**src/rtl/mips_fetch_stage.sv**
```systemverilog
// IF stage of the 5-stage MIPS pipeline: PC register, IF/ID pipeline register, stall and redirect handling.
// Optional performance counters are built only when FETCH_PERF_CNT_EN is defined.
module mips_fetch_stage #(
   parameter int                  PC_WIDTH = 32,
   parameter logic [PC_WIDTH-1:0] RESET_PC = '0
) (
   input  logic                clock,
   input  logic                reset,
   input  logic                stall_if,
   input  logic                branch_taken,
   input  logic [15:0]         branch_offset,
   input  logic                jump,
   input  logic [25:0]         jump_index,
   input  logic [31:0]         imem_rdata,
   output logic [PC_WIDTH-1:0] imem_addr,
   output logic [PC_WIDTH-1:0] pc,
   output logic [31:0]         instr,
   output logic [31:0]         ifid_instr,
   output logic [PC_WIDTH-1:0] ifid_pc_plus4,
   output logic                ifid_valid,
   output logic [31:0]         cnt_cycles,
   output logic [31:0]         cnt_stalls,
   output logic [31:0]         cnt_flushes
);

   logic [PC_WIDTH-1:0] pc_plus4;
   logic [PC_WIDTH-1:0] branch_target;
   logic [PC_WIDTH-1:0] jump_target;

   assign imem_addr     = pc;
   assign instr         = imem_rdata;
   assign pc_plus4      = pc + PC_WIDTH'(4);
   assign branch_target = ifid_pc_plus4 + {{(PC_WIDTH-18){branch_offset[15]}}, branch_offset, 2'b00};
   assign jump_target   = {ifid_pc_plus4[PC_WIDTH-1 -: 4], jump_index, 2'b00};

   // Stall outranks redirects: the ID instruction repeats and reasserts them next cycle.
   always_ff @(posedge clock or negedge reset) begin
      if (!reset) begin
         pc            <= RESET_PC;
         ifid_instr    <= '0;
         ifid_pc_plus4 <= '0;
         ifid_valid    <= 1'b0;
      end else if (!stall_if) begin
         if (branch_taken) begin
            pc            <= branch_target;
            ifid_instr    <= '0;
            ifid_pc_plus4 <= '0;
            ifid_valid    <= 1'b0;
         end else if (jump) begin
            pc            <= jump_target;
            ifid_instr    <= '0;
            ifid_pc_plus4 <= '0;
            ifid_valid    <= 1'b0;
         end else begin
            pc            <= pc_plus4;
            ifid_instr    <= imem_rdata;
            ifid_pc_plus4 <= pc_plus4;
            ifid_valid    <= 1'b1;
         end
      end
   end

`ifdef FETCH_PERF_CNT_EN
   logic redirect;

   assign redirect = !stall_if && (branch_taken || jump);

   // Saturating counters so long runs never wrap back to small values.
   always_ff @(posedge clock or negedge reset) begin
      if (!reset) begin
         cnt_cycles  <= '0;
         cnt_stalls  <= '0;
         cnt_flushes <= '0;
      end else begin
         if (cnt_cycles != 32'hFFFF_FFFF) begin
            cnt_cycles <= cnt_cycles + 32'd1;
         end
         if (stall_if && (cnt_stalls != 32'hFFFF_FFFF)) begin
            cnt_stalls <= cnt_stalls + 32'd1;
         end
         if (redirect && (cnt_flushes != 32'hFFFF_FFFF)) begin
            cnt_flushes <= cnt_flushes + 32'd1;
         end
      end
   end
`else
   assign cnt_cycles  = '0;
   assign cnt_stalls  = '0;
   assign cnt_flushes = '0;
`endif

endmodule

```
**config.mk**
```make
export PLATFORM = sky130hd
export DESIGN_NAME = mips_fetch_stage
export DESIGN_NICKNAME = d
export VERILOG_FILES = /design/src/rtl/mips_fetch_stage.sv
export SDC_FILE = /design/constraint.sdc
export NUM_CORES = 1
export LEC_CHECK = 0
export BUFFER_PORTS_ARGS = -buffer_cell sky130_fd_sc_hd__buf_2
export CAP_MARGIN = 20
export CELL_PAD_IN_SITES_DETAIL_PLACEMENT = 0
export CELL_PAD_IN_SITES_GLOBAL_PLACEMENT = 2
export CORE_UTILIZATION = 30
export CTS_BUF_LIST = sky130_fd_sc_hd__clkbuf_4 sky130_fd_sc_hd__clkbuf_8
export DETAILED_ROUTE_END_ITERATION = 10
export PLACE_DENSITY = 0.86
export SLEW_MARGIN = 15
export SYNTH_ARGS = -nofsm -noshare
export SYNTH_HDL_FRONTEND = slang
export SYNTH_SLANG_ARGS = --single-unit
```
**constraint.sdc**
```tcl
create_clock -name clock -period 5.6 [get_ports clock]
set_clock_uncertainty 0.15 [all_clocks]
set_input_delay 0 -clock clock [delete_from_list [all_inputs] [get_ports clock]]
set_output_delay 0 -clock clock [all_outputs]
set_load 0.05 [all_outputs]
```
== Yosys cells after proc, flatten, opt, wreduce, memory -nomap -nowiden ==
Cells that the tools add are included.

* Multiplexer cells: 8
* Add/sub/neg operators: 2

{| class="wikitable"
|+ Operators with widths
! operator !! number
|-
| two-way mux 32 bit || 6
|-
| adder 32 x 3 -> 32 bit (second input constant) || 1
|-
| adder 32 bit || 1
|-
| two-way mux 1 bit || 2
|}

* Word-level logic and storage cells: 14
* Register bits after elaboration: 97
* Input bits: 79

== Logic depth before layout (Yosys ltp) ==
* Depth in word-level cells: 3
* Gate-level depth with buffers: 9

== Least setup slack after synthesis ==
OpenSTA, ideal clock, no wires.

* Path kind: register to register
* From: reg ifid_pc_plus4[2]
* To: reg pc[28], in the netlist imem_addr[28]
* Data required time: 5321 ps
* Arrival: 2552 ps
* Cell stages (with the launch flop): 10
* Setup slack: 2770 ps
* Path through: dfrtp_1 > ha_1 > fa_1 > a21o_1 > nand4_1 > a21oi_1 > o21a_1 > a211o_1 > a2111oi_4 > nor3b_2

* Longest elaborated chain between the ends: 2

{| class="wikitable"
|+ RTL lines
! what !! line !! RTL
|-
| start: declaration || 19 || <nowiki>output logic [PC_WIDTH-1:0] ifid_pc_plus4,</nowiki>
|-
| start signal: assignment || 57 || <nowiki>ifid_pc_plus4 <= pc_plus4;</nowiki>
|-
| adder 32 bit || 33 || <nowiki>assign branch_target = ifid_pc_plus4 + {{(PC_WIDTH-18){branch_offset[15]}}, branch_offset, 2'b00};</nowiki>
|-
| two-way mux 32 bit || 44 || <nowiki>if (branch_taken) begin</nowiki>
|-
| end signal: assignment || 45 || <nowiki>pc <= branch_target;</nowiki>
|-
| end signal: assignment || 50 || <nowiki>pc <= jump_target;</nowiki>
|-
| end signal: assignment || 55 || <nowiki>pc <= pc_plus4;</nowiki>
|-
| end: declaration || 16 || <nowiki>output logic [PC_WIDTH-1:0] pc,</nowiki>
|}

Every way passes these cells.
A chain may end at the register's enable or synchronous reset.

== Worst setup path in the final report ==
* From: reg ifid_pc_plus4[2]
* To: reg pc[30], in the netlist imem_addr[30]

The elaborated chain is that of the path after synthesis.

==> results.cfg <==
[synth]
ys_async_sr_fraction_pct = 100
avgSynthCellArea_sq_um = 8.99
synth_area_leader_cell = dfrtp_1
syn_inst = 848
yosysSeqAreaShare_pct = 31.8
ys_types = 72
netlist.area_leader.share_pct = 31.8
synth_ff_type = dfrtp_1
synth-edff-count = 0
yosys-top-cells-area = dfrtp_1 32%, buf_4 16%, a22o_1 6.1%
netlist_area_sq_mm = 0.00762
ys_warn_count = 0
synth-seq-cells = 97

[timing]
worstMarginPinSlew_ns = 0.976
setup_tns_ns = 0
max_freq_ghz = 0.358
max-slew-margin-rel_pct = 35.0
drv_slew = 0
rsz0062_at_grt = false
finalHoldViolations = 0
period_needed_ns = 2.79
finalCritPeriodShare_pct = 49.8
setup_violations = 0

[power_and_ir_drop]
power_density_mw_per_mm2 = 295
p_int_mw = 1.38
sw_frac_of_total_pct = 49.9
seqPwrFrac_pct = 32.7
p_leak_nw = 4.82
pwr-share-clk_pct = 19.5
power_switching_mw = 1.37
comb_power_share_pct = 47.9
max-vdd-ir-drop_uv = 128

[setup_path]
r2r_start = ifid_pc_plus4[2]
path_class = reg2reg
timing.rr.end = imem_addr[30]
path_max_fanout = 4
start_kind = flip-flop
crit_path_end_kind = flip-flop
path_cells = ha_1 -> fa_1 -> a21o_1 -> nand4_1 -> a21oi_1 -> o31ai_1 -> a31oi_1 -> mux2i_1 -> nor3_1
crit_arrival_ns = 2.94
worstRegToRegCells = 9
cp.required_ns = 5.75
reg2reg_slack_ns = 2.81
critical-path-max-stage-delay_ns = 0.42
cpMaxStageDelayCell = fa_1

[clock_network]
cts_max_path_buffers = 2
cts-htree-levels = 3
path_clk_slew_ns = 0.11
cts_tree = yes
cts_resized = 0
clock_tree.root_cell = clkbuf_8
clk_latency_ns = 0.38
postCtsHoldBufs = 84
cts-buffers-inserted = 9
clkSinkCount = 97
post-cts-setup-buffers = 0

[die]
io_pins = 336
die_h_microns = 161
die-area_sq_mm = 0.0260
coreArea_sq_mm = 0.0246
die_x_microns = 161
num_rows = 57
start_util_pct = 31.0

[route]
ant_nets = 0
vias = 6892
wl_per_cell_microns = 17.6
vias_per_cell = 4.89
drtPass1Iterations = 5
drtIter0Drc = 327
routed_wl_microns = 24700
drc = 0

[final_layout]
final_common_cell = buf_2
final_cell_mix = 237 x buf_2, 97 x dfrtp_1, 96 x conb_1
final_nets = 1189
fin_util_pct = 37.9
diodes = 0
area_growth_pct = 22.2
drive_gt1_share_pct = 26.2

[global_route]
grt_overflow_total = 0
grt_pass1_wl_microns = 37800
grt_max_degree = 73
grt_pass1_vias = 6611
antenna_found_initial = 1
grt.total_usage_pct = 18.7

[run_status]
outcome = complete, no violations

[flow_run]
max_cap_violations = 0

[min_path]
hp-start = jump_index[13]
hp-class = in2reg
holdPathEnd = imem_addr[15]
hold_depth = 5

[placement]
portBuffers = 239
gp_congestion = 0.833
dp_hpwl_microns = 17900
## worst max path at each step
stage	from	end	slack [ns]	depth (start not counted)
2_1_floorplan	ifid_pc_plus4[2]	imem_addr[28]	2.77	9
3_3_place_gp	branch_taken	ifid_pc_plus4[13]	2.75	6
3_5_place_dp	branch_taken	ifid_instr[27]	2.72	6
4_1_cts	ifid_pc_plus4[2]	imem_addr[26]	2.80	9
5_1_grt	ifid_pc_plus4[2]	imem_addr[30]	2.61	9
6_report	ifid_pc_plus4[2]	imem_addr[30]	2.81	9
## per-stage QoR
stage          instances  worst slack [ns]  hold WS [ns]  instance area, sq um  power (mW)
5_1_grt             1408              2.61        0.0471                  9320        2.90
3_3_place_gp        1308              2.75        -0.218                  8250        2.18
3_5_place_dp        1308              2.72        -0.215                  8250        2.18
2_1_floorplan        943              2.77        -0.446                  7980        1.99
4_1_cts             1408              2.80        0.0130                  9320        2.77
6_report            1408              2.81        0.0270                  9320        2.75
## cell families (layout without fill, tap and decap cells)
family	Yosys count	after routing	synth area share, %
multiplexers	24	24	3.27
buffers and inverters	215	356	18.7
flip-flops	97	97	31.8
XOR/XNOR	43	43	4.94
other	1	96	0.0492
AND/OR/NAND/NOR	202	202	13.4
AO/OA/AOI/OAI	235	235	22.6
adder cells (fa/ha/maj)	31	31	5.19
## per-layer routing
| layer | vias up | routed length (microns) | track usage (%) |
|---|---|---|---|
| li1 | 3279 | - | - |
| met1 | 3268 | 10700 | 24.4 |
| met2 | 309 | 11900 | 31.3 |
| met3 | 34 | 1500 | 2.47 |
| met4 | 2 | 654 | 6.99 |
| met5 | - | 12 | 0 |
## critical path, delay by kind of cell (launching register included)
family,cells,cell delay (ns)
compound gates,4,1.01
flops,1,0.40
fa+ha+maj,2,0.65
simple gates,2,0.34
mux,1,0.17
## synthesized netlist by cell type (3+ instances only)
master	n
xor2_1	12
nand3_1	27
nand3b_1	3
o21bai_1	3
mux2_2	7
nand2_1	66
a22oi_1	4
nor4_1	4
clkbuf_1	35
buf_4	161
a22o_1	53
nor3_1	16
ha_1	30
o211ai_1	6
a31oi_1	4
nor2_1	37
a211o_1	4
and3_1	17
o221ai_1	6
xnor2_1	31
o21a_1	8
o31ai_1	3
a21boi_0	3
a21oi_1	38
o22ai_1	3
dfrtp_1	97
o21ai_0	42
nand4_1	10
inv_1	13
a21o_1	24
and2_1	3
a211oi_1	8
mux2i_1	17
## power by group through the flow
stage | Combinational [mW] | Clock, mW | Sequential, mW
global placement | 1.26 | 0 | 0.912
floorplan | 0.848 | 0 | 1.14
global route | 1.40 | 0.588 | 0.914
CTS | 1.32 | 0.555 | 0.900
detailed placement | 1.27 | 0 | 0.913
finish | 1.32 | 0.536 | 0.899
## flip-flops by register name, indices dropped and copies added (netlist names)
| register | cells |
|---|---|
| ifid_pc_plus4 | 32 |
| ifid_instr | 32 |
| imem_addr | 32 |
| ifid_valid | 1 |
## area by class of cell
cell class,instances,area [sq um]
timing repair buffer,327,2080
inverter,13,48.8
clock buffer,9,124
sequential,97,2430
multi-input combinational,631,4140
fill,2542,15300
clock inverter,7,93.8
tap,324,405
Note: power is estimated with default switching activity, not from simulation.
